===== config.mk =====
export PLATFORM = sky130hd
export DESIGN_NAME = cp0_ctrl
export DESIGN_NICKNAME = d
export VERILOG_FILES = /design/src/rtl/cp0_ctrl.sv
export SDC_FILE = /design/constraint.sdc
export NUM_CORES = 1
export LEC_CHECK = 0
export ABC_AREA = 1
export BUFFER_PORTS_ARGS = -buffer_cell sky130_fd_sc_hd__buf_4
export CAP_MARGIN = 20
export CORE_ASPECT_RATIO = 0.7
export CORE_MARGIN = 1.5
export CORE_UTILIZATION = 30
export CTS_BUF_LIST = sky130_fd_sc_hd__clkbuf_4
export DETAILED_ROUTE_END_ITERATION = 12
export GPL_ROUTABILITY_DRIVEN = 0
export PLACE_DENSITY = 0.6
export SLEW_MARGIN = 20
export SYNTH_ARGS = -nofsm -noshare
export SYNTH_HDL_FRONTEND = slang
export SYNTH_SLANG_ARGS = --single-unit

===== constraint.sdc =====
create_clock -name clk -period 2.4 [get_ports clk]
set_input_delay 0.36 -clock clk [delete_from_list [all_inputs] [get_ports clk]]
set_output_delay 0.36 -clock clk [all_outputs]
set_load 0.01 [all_outputs]

===== src/rtl/cp0_ctrl.sv =====
// Coprocessor-0 control: SR/Cause/EPC/PRId registers, interrupt/exception request
// generation and mtc0/mfc0/eret handling for a 5-stage MIPS-style pipeline.
module cp0_ctrl #(
  parameter logic [31:0] HANDLER_PC = 32'h0000_4180,
  parameter logic [31:0] PRID_VAL   = 32'h2023_0007
) (
  input  logic        clk,
  input  logic        reset,
  input  logic [31:0] PCM,
  input  logic        BDM,
  input  logic [4:0]  ExcCodeM,
  input  logic [5:0]  HWInt,
  input  logic        WE,
  input  logic [4:0]  CP0Addr,
  input  logic [31:0] CP0In,
  input  logic        EXLClr,
  output logic [31:0] CP0Out,
  output logic [31:0] EPCOut,
  output logic        Req,
  output logic [31:0] HandlerPC
);

  localparam logic [4:0] AddrSr    = 5'd12;
  localparam logic [4:0] AddrCause = 5'd13;
  localparam logic [4:0] AddrEpc   = 5'd14;
  localparam logic [4:0] AddrPrid  = 5'd15;

  // Implemented register fields
  logic [5:0]  r_im;
  logic        r_exl;
  logic        r_ie;
  logic        r_bd;
  logic [5:0]  r_ip;
  logic [4:0]  r_exccode;
  logic [31:0] r_epc;

  logic        w_int_req;
  logic        w_exc_req;
  logic        w_req;
  logic        w_wr_sr;
  logic        w_wr_epc;
  logic [31:0] w_sr;
  logic [31:0] w_cause;

  // Request terms are purely combinational; EXL masks nesting, reset forces Req low
  always_comb begin
    w_int_req = (|(HWInt & r_im)) & r_ie & ~r_exl;
    w_exc_req = (ExcCodeM != 5'd0) & ~r_exl;
    w_req     = reset & (w_int_req | w_exc_req);
    w_wr_sr   = WE & ~w_req & (CP0Addr == AddrSr);
    w_wr_epc  = WE & ~w_req & (CP0Addr == AddrEpc);
  end

  assign Req       = w_req;
  assign HandlerPC = HANDLER_PC;

  // Register state: exception entry beats eret, which beats mtc0; IP samples HWInt every edge
  always_ff @(posedge clk or negedge reset) begin
    if (!reset) begin
      r_im      <= 6'd0;
      r_exl     <= 1'b0;
      r_ie      <= 1'b0;
      r_bd      <= 1'b0;
      r_ip      <= 6'd0;
      r_exccode <= 5'd0;
      r_epc     <= 32'd0;
    end else begin
      r_ip <= HWInt;
      if (w_req) begin
        r_exl     <= 1'b1;
        r_bd      <= BDM;
        r_exccode <= w_int_req ? 5'd0 : ExcCodeM;
        r_epc     <= BDM ? (PCM - 32'd4) : PCM;
      end else begin
        if (w_wr_sr) begin
          r_im <= CP0In[15:10];
          r_ie <= CP0In[0];
        end
        // eret clear wins over an mtc0 SR write of EXL on the same edge
        if (EXLClr) begin
          r_exl <= 1'b0;
        end else if (w_wr_sr) begin
          r_exl <= CP0In[1];
        end
        if (w_wr_epc) begin
          r_epc <= CP0In;
        end
      end
    end
  end

  // Assemble architectural views and the mfc0 read mux (pre-write values)
  always_comb begin
    w_sr    = {16'd0, r_im, 8'd0, r_exl, r_ie};
    w_cause = {r_bd, 15'd0, r_ip, 3'd0, r_exccode, 2'd0};
    CP0Out  = 32'd0;
    unique case (CP0Addr)
      AddrSr:    CP0Out = w_sr;
      AddrCause: CP0Out = w_cause;
      AddrEpc:   CP0Out = r_epc;
      AddrPrid:  CP0Out = PRID_VAL;
      default:   CP0Out = 32'd0;
    endcase
  end

  // eret target, bypassing an mtc0 EPC in the same cycle
  always_comb begin
    EPCOut = w_wr_epc ? CP0In : r_epc;
  end

endmodule


==> results of run 1 <==
==> layer usage <==
metal / GRT usage [%] / vias up / part of all wire, %
li1: - / 2374 / -
met1: 30.3 / 2103 / 51
met2: 26.0 / 179 / 39
met3: 4.61 / 13 / 8.2
met4: 3.82 / 0 / 1.2
met5: 0 / - / 0
==> path summary, 6_finish.rpt <==
check                      startpoint   endpoint  slack (ns)  cells past startpoint
hold reg to reg                  r_bd       r_bd        0.53                      2
hold / removal               HWInt[0]    r_ip[0]        0.08                      1
setup / recovery              r_im[2]  EPCOut[8]       -0.04                     12
max in group asynchronous       reset  r_epc[30]        1.79                      2
setup reg to reg              r_im[1]  r_epc[25]        0.59                     12
min in group asynchronous       reset      r_exl        0.15                      2
==> kinds of logic after synthesis <==
| family | count (synthesis) |
|---|---|
| other | 2 |
| DFF | 52 |
| adders and majority gates | 1 |
| buffers and inverters | 167 |
| and+or+nand+nor | 398 |
| AOI/OAI and AO/OA | 47 |
| xor gates and xnor gates | 11 |
==> cell usage after synthesis, drive strengths merged <==
cell type / count
xnor2: 5
xor2: 6
o211ai: 6
clkbuf: 6
conb: 2
o221ai: 3
nand2: 183
nand3b: 3
inv: 109
dfrtp: 52
a21boi: 1
nor2: 69
nor4: 2
nor3: 5
and2: 32
nand4: 43
o41ai: 1
or2: 1
o22ai: 4
ha: 1
o21ai: 32
nand3: 60
buf: 52
==> sequential cells by signal (all words and copies together) (netlist names) <==
| name | cells |
|---|---|
| r_bd | 1 |
| r_epc | 32 |
| r_exccode | 5 |
| r_exl | 1 |
| r_ie | 1 |
| r_im | 6 |
| r_ip | 6 |
==> through the flow <==
stage / TNS, ns / std cells / utilization [%] / hold slack [ns] / power [mW]
2_1_floorplan: 0 / 708 / - / 0.0644 / 1.87
3_3_place_gp: 0 / 1005 / 39.7 / 0.480 / 2.38
3_5_place_dp: 0 / 1005 / 39.7 / 0.485 / 2.39
4_1_cts: -0.703 / 1021 / 41.2 / 0.0529 / 2.92
5_1_grt: -5.47 / 1021 / 41.6 / 0.0423 / 3.19
6_report: -0.273 / 1021 / 41.6 / 0.0791 / 2.96
==> area by class of cell <==
class,count,area [um^2]
multi-input combinational,489,2470
tap,190,238
clock inverter,2,13.8
timing repair buffer,173,1400
sequential,52,1300
fill,1541,8260
clock buffer,6,45.0
inverter,109,412
==> report_power, final <==
part	switching, mW	internal, mW
registers	0.0550	1.06
logic	0.758	0.648
clock network	0.315	0.130
==> critical path: stages (launching register included) <==
cell and delay (ns):
dfrtp_1 0.41, nand2_1 0.06, nand2_1 0.05, nor2_1 0.10
nand2_1 0.12, nand2_4 0.11, nand2_4 0.07, nand2_8 0.14
nand3_4 0.10, buf_8 0.17, nand2_1 0.09, and2_4 0.15
buf_4 0.11
==> what timing repair did <==
| item | 4_1_cts | 5_1_grt |
|---|---|---|
| buffers inserted | 6 | 0 |
| pin swaps | 4 | 7 |
| resized for setup | 13 | 22 |
| endpoints found under the setup margin | 33 | 33 |
| gates cloned | 2 | 0 |
==> reports/summary.txt, run 1 <==
outcome -> finished, violations left
failing checks -> negative setup slack
GRT Resource Usage Total -> 19.3%
Crit Path Category -> reg -> out
CTS root buf -> clkbuf_4
total of max-cap violations -> 0
nets -> 916
Avg Inst Size Synth -> 6.50 um^2
worst slew pin tran -> 0.683 ns
flops & latches, synth -> 52
Worst slew margin -> 54.5%
final instance area -> 0.00588 mm^2
total grt overflow -> 0
synthesized area -> 0.00441 mm^2
Area after DPL -> 0.00561 mm^2
Die H -> 104 um
port bufs -> 149
fmax -> 0.410 GHz
CTS sink cnt -> 52
post-synthesis simple-gate area fraction -> 43.0%
routed length per placed instance -> 14.7 um
XOR/XNOR share of the synthesized area -> 2.19%
Seq/Total Area, Yosys -> 29.5%
buffer depth of the longest clock path -> 2
Synth cell types -> 34
first-pass GRT wire length -> 23300 um
Cell Rows -> 36
Pwr Density -> 504 mW/mm^2
DRT antenna net count -> 0
commonest non-fill, non-tap cell in the layout -> nand2_1
Crit. End Element -> output pin
DRT Pass-1 Iters -> 4
Gate Count Post-Synth -> 678
Max H-tree Level -> 2
Compound-Gate Fraction of Synth Area -> 6.19%
aggregate routed wire length -> 15000 um
Ant. Diodes -> 0
min Tclk post-route -> 2.44 ns
Startpoint Class -> register
leak pwr -> 3.24 nW
arrival time worst endpoint -> 2.08 ns
Adder-Cell Fraction of Synth Area -> 0.284%
Clock Pin Slew Worst Setup and Hold Paths -> 0.16 ns
total CTS buffers -> 5
skew final -> 0.0190 ns
area share of the largest cell type after synthesis -> 29.5%
DR vias -> 4669
layout cells sized above 1 -> 27.2%
worst-skew pair later-pin latency -> 0.39 ns
Final setup violation count -> 22
Core Region -> 0.0141 mm^2
Die Area -> 0.0154 mm^2
initial core utilization -> 31.2%
CTS tree -> done
post-synthesis mux area share -> 0%
cell taking the most area after synthesis -> dfrtp_1
main combinational cell family by area after synthesis -> simple AND/OR/NAND/NOR gates
Required @ worst endpoint -> 2.04 ns
post-route clock period utilization -> 102%
Post-Place Setup Slack -> 0.205 ns
Yosys warning count -> 0
routed vias/inst -> 4.57
initial antenna violation count -> 0
commonest non-fill, non-tap cells in the layout -> 169 x nand2_1, 163 x buf_4, 105 x inv_1, 59 x nor2_1, 56 x nand3_1
RSZ-0062 raised after global routing -> yes
Hold Path Class -> in -> reg
largest cells by area after synthesis -> dfrtp_1 30%, nand2_1 15%, inv_1 8.9%, nand3_1 6.4%, buf_4 6.3%
Ports -> 182
DR DRC count -> 0
Worst VDD drop -> 0.000232 V
Pins Over Slew Limit -> 0
final hold vios -> 0
Detail Placement HPWL -> 11700 um
crit path max fanout -> 11
Setup WS post-layout -> -0.0362 ns
Hold Buf Count CTS -> 0
largest net degree at the start of global routing -> 53
die span in x -> 148 um
vias in the first global route -> 4415
Syn-to-layout area delta -> 33.4%
DR iter-0 viols -> 278
No activity file was read; power rests on OpenSTA's default activity.
==> run 2, diff against run 1 <==
--- a/config.mk
+++ b/config.mk
@@ -15,6 +15,7 @@
 export DETAILED_ROUTE_END_ITERATION = 12
 export GPL_ROUTABILITY_DRIVEN = 0
 export PLACE_DENSITY = 0.6
+export REMOVE_ABC_BUFFERS = 1
 export SLEW_MARGIN = 20
 export SYNTH_ARGS = -nofsm -noshare
 export SYNTH_HDL_FRONTEND = slang
==> constraint.sdc (replaced) <==
create_clock -name clk -period 2.35 [get_ports clk]
set_input_delay 0.3525 -clock clk [delete_from_list [all_inputs] [get_ports clk]]
set_output_delay 0.3525 -clock clk [all_outputs]
set_load 0.01 [all_outputs]
==> run 2 against run 1 <==
  * The run still ends with negative setup slack left
  * Total power rose by 4.9%
  * Sequential power is essentially flat
  * Global-route usage down 0.66 points
  * Design area up 3.0%
  * Core utilization up 1.2 points
  * Final cell count grew 0.29%
  * First-iteration DRC count shrank 26%
  * Hold slack got worse by 0.020 ns
  * Highest routed layer unchanged
==> reports/summary.txt, run 2 (same netlist as run 1, synthesis figures left out) <==
fmax -> 0.411 GHz
DR vias -> 4642 (was 4669)
CTS sink cnt -> 52 (unchanged)
Required @ worst endpoint -> 2.00 ns (was 2.04 ns)
DRT antenna net count -> 0 (unchanged)
commonest non-fill, non-tap cells in the layout -> 154 x buf_4, 153 x nand2_1, 105 x inv_1, 58 x nor2_1, 56 x nand3_1 (was 169 x nand2_1, 163 x buf_4, 105 x inv_1, 59 x nor2_1, 56 x nand3_1)
port bufs -> 149 (unchanged)
Die H -> 104 um (unchanged)
Core Region -> 0.0141 mm^2 (unchanged)
Slowest-stage cell, CP -> dfrtp_1 (unchanged)
delay-heaviest family, CP -> simple AND/OR/NAND/NOR gates (unchanged)
Crit path largest cell delay -> 0.42 ns (was 0.41 ns)
Worst VDD drop -> 0.000257 V (was 0.000232 V)
overall power -> 3.11 mW (was 2.96 mW)
Startpoint Class -> register (unchanged)
post-route clock period utilization -> 103%
initial antenna violation count -> 1 (was 0)
worst-skew pair later-pin latency -> 0.40 ns (was 0.39 ns)
final hold vios -> 0 (unchanged)
CTS root buf -> clkbuf_4 (unchanged)
GRT Resource Usage Total -> 18.6% (was 19.3%)
Clock Pin Slew Worst Setup and Hold Paths -> 0.16 ns (about the same)
leak pwr -> 3.27 nW (was 3.24 nW)
Detail Placement HPWL -> 11400 um (was 11700 um)
layout cells sized above 1 -> 29.8% (was 27.2%)
routed length per placed instance -> 14.5 um (was 14.7 um)
DR DRC count -> 0 (unchanged)
initial core utilization -> 31.2% (unchanged)
CP dominant cell by count -> nand2_2 (was nand2_1)
final non-filler cell total -> 1024 (was 1021)
Pwr Density -> 513 mW/mm^2 (was 504 mW/mm^2)
Fin Hold WS -> 0.0591 ns (was 0.0791 ns)
Syn-to-layout area delta -> 37.4% (was 33.4%)
Worst slew margin -> 53.7% (was 54.5%)
skew final -> 0.0128 ns (was 0.0190 ns)
failing checks -> negative setup slack (unchanged)
fillers -> 1526 (was 1541)
DRT Pass-1 Iters -> 4 (unchanged)
DR iter-0 viols -> 207 (was 278)
register area -> 0.00130 mm^2 (unchanged)
routed vias/inst -> 4.53 (was 4.57)
Regs by FF count -> r_epc (32), r_im (6), r_ip (6) (unchanged)
Pins Over Slew Limit -> 0 (unchanged)
min Tclk post-route -> 2.43 ns
Crit. End Element -> output pin (unchanged)
Cell Rows -> 36 (unchanged)
RSZ-0062 raised after global routing -> yes (unchanged)
buffer depth of the longest clock path -> 2 (unchanged)
crit path max fanout -> 7 (was 11)
total CTS buffers -> 5 (unchanged)
total grt overflow -> 0 (unchanged)
Post-Place Cells -> 1005 (unchanged)
crit path buf inv count -> 2 (unchanged)
Ports -> 182 (unchanged)
total of max-cap violations -> 0 (unchanged)
die span in x -> 148 um (unchanged)
critical path, cell by cell -> nand2_1 > nand2_2 > nor2_4 > nand2_2 > nand2_2 > nand2_4 > nand2_8 > nand3_4 > clkbuf_16 > nand2_4 > and2_4 > buf_6 (was nand2_1 > nand2_1 > nor2_1 > nand2_1 > nand2_4 > nand2_4 > nand2_8 > nand3_4 > buf_8 > nand2_1 > and2_4 > buf_4)
Area after DPL -> 0.00561 mm^2 (unchanged)
CTS tree -> done (unchanged)
Hold Path Class -> in -> reg (unchanged)
aggregate routed wire length -> 14800 um (was 15000 um)
nets -> 918 (was 916)
largest net degree at the start of global routing -> 53 (unchanged)
worst slew pin tran -> 0.694 ns (was 0.683 ns)
commonest non-fill, non-tap cell in the layout -> buf_4 (was nand2_1)
Die Area -> 0.0154 mm^2 (unchanged)
setup_tns -> -1.69 ns (was -0.273 ns)
outcome -> finished, violations left (unchanged)
Post-Place Setup Slack -> 0.0960 ns (was 0.205 ns)
final core utilization -> 42.8% (was 41.6%)
final instance area -> 0.00606 mm^2 (was 0.00588 mm^2)
Final setup violation count -> 32 (was 22)
Crit Path Category -> reg -> out (unchanged)
Multi-input gate area -> 0.00257 mm^2 (was 0.00247 mm^2)
first-pass GRT wire length -> 22800 um (was 23300 um)
Setup WS post-layout -> -0.0815 ns (was -0.0362 ns)
vias in the first global route -> 4267 (was 4415)
max reg flops -> 32 (unchanged)
arrival time worst endpoint -> 2.08 ns (about the same)
largest register by flop count -> r_epc (unchanged)
Max H-tree Level -> 2 (unchanged)
## run 2: cell types whose count changed in the layout (fill, tap and decap cells not counted), moves of 2 or more
| cell | previous run | this run |
|---|---|---|
| nand2_1 | 169 | 153 |
| buf_6 | 4 | 15 |
| nand2_4 | 2 | 12 |
| buf_4 | 163 | 154 |
| nand2_2 | 11 | 17 |
| and2_1 | 19 | 16 |
| and2_4 | 13 | 16 |
| clkbuf_16 | 0 | 2 |
## run 2: repair_timing
action                     in CTS  in global routing
buffers inserted                5                  2
hold buffers                    0                  0
gates resized for setup        15                 59
setup endpoints to repair      33                 33
cloned                          1                  2
pin swaps                       2                  1
## run 2: per-layer routing
layer | vias to the layer above | share of wire (%) | GRT usage (%)
li1 | 2382 | - | -
met1 | 2082 | 50 | 28.0
met2 | 172 | 40 | 26.6
met3 | 6 | 9.4 | 5.61
met4 | 0 | 0.38 | 1.98
met5 | - | 0 | 0
## run 2: final timing paths
kind	from	cells after the start	endpoint	slack [ns]
worst max register to register	r_im[4]	12	r_epc[2]	0.54
max in group asynchronous	reset	2	r_im[4]	1.74
worst max-delay path	r_im[4]	12	EPCOut[20]	-0.08
worst min register to register	r_ie	2	r_ie	0.52
min in group asynchronous	reset	2	r_epc[22]	0.13
worst min-delay path	HWInt[5]	1	r_ip[5]	0.06
## run 2: cell type report
class | instances | area share, %
diodes | 1 | 0.0413
clock buffers | 7 | 0.868
clock inverters | 1 | 0.145
inverters | 109 | 6.84
multi-input cells | 489 | 42.5
flip-flops and latches | 52 | 21.5
well taps | 190 | 3.93
repair buffers | 175 | 24.2
## run 2: where the power goes
part	internal (mW)	switching [mW]	leakage, nW
combinational	0.724	0.787	2.59
clock	0.144	0.315	0.0363
sequential	1.08	0.0577	0.642
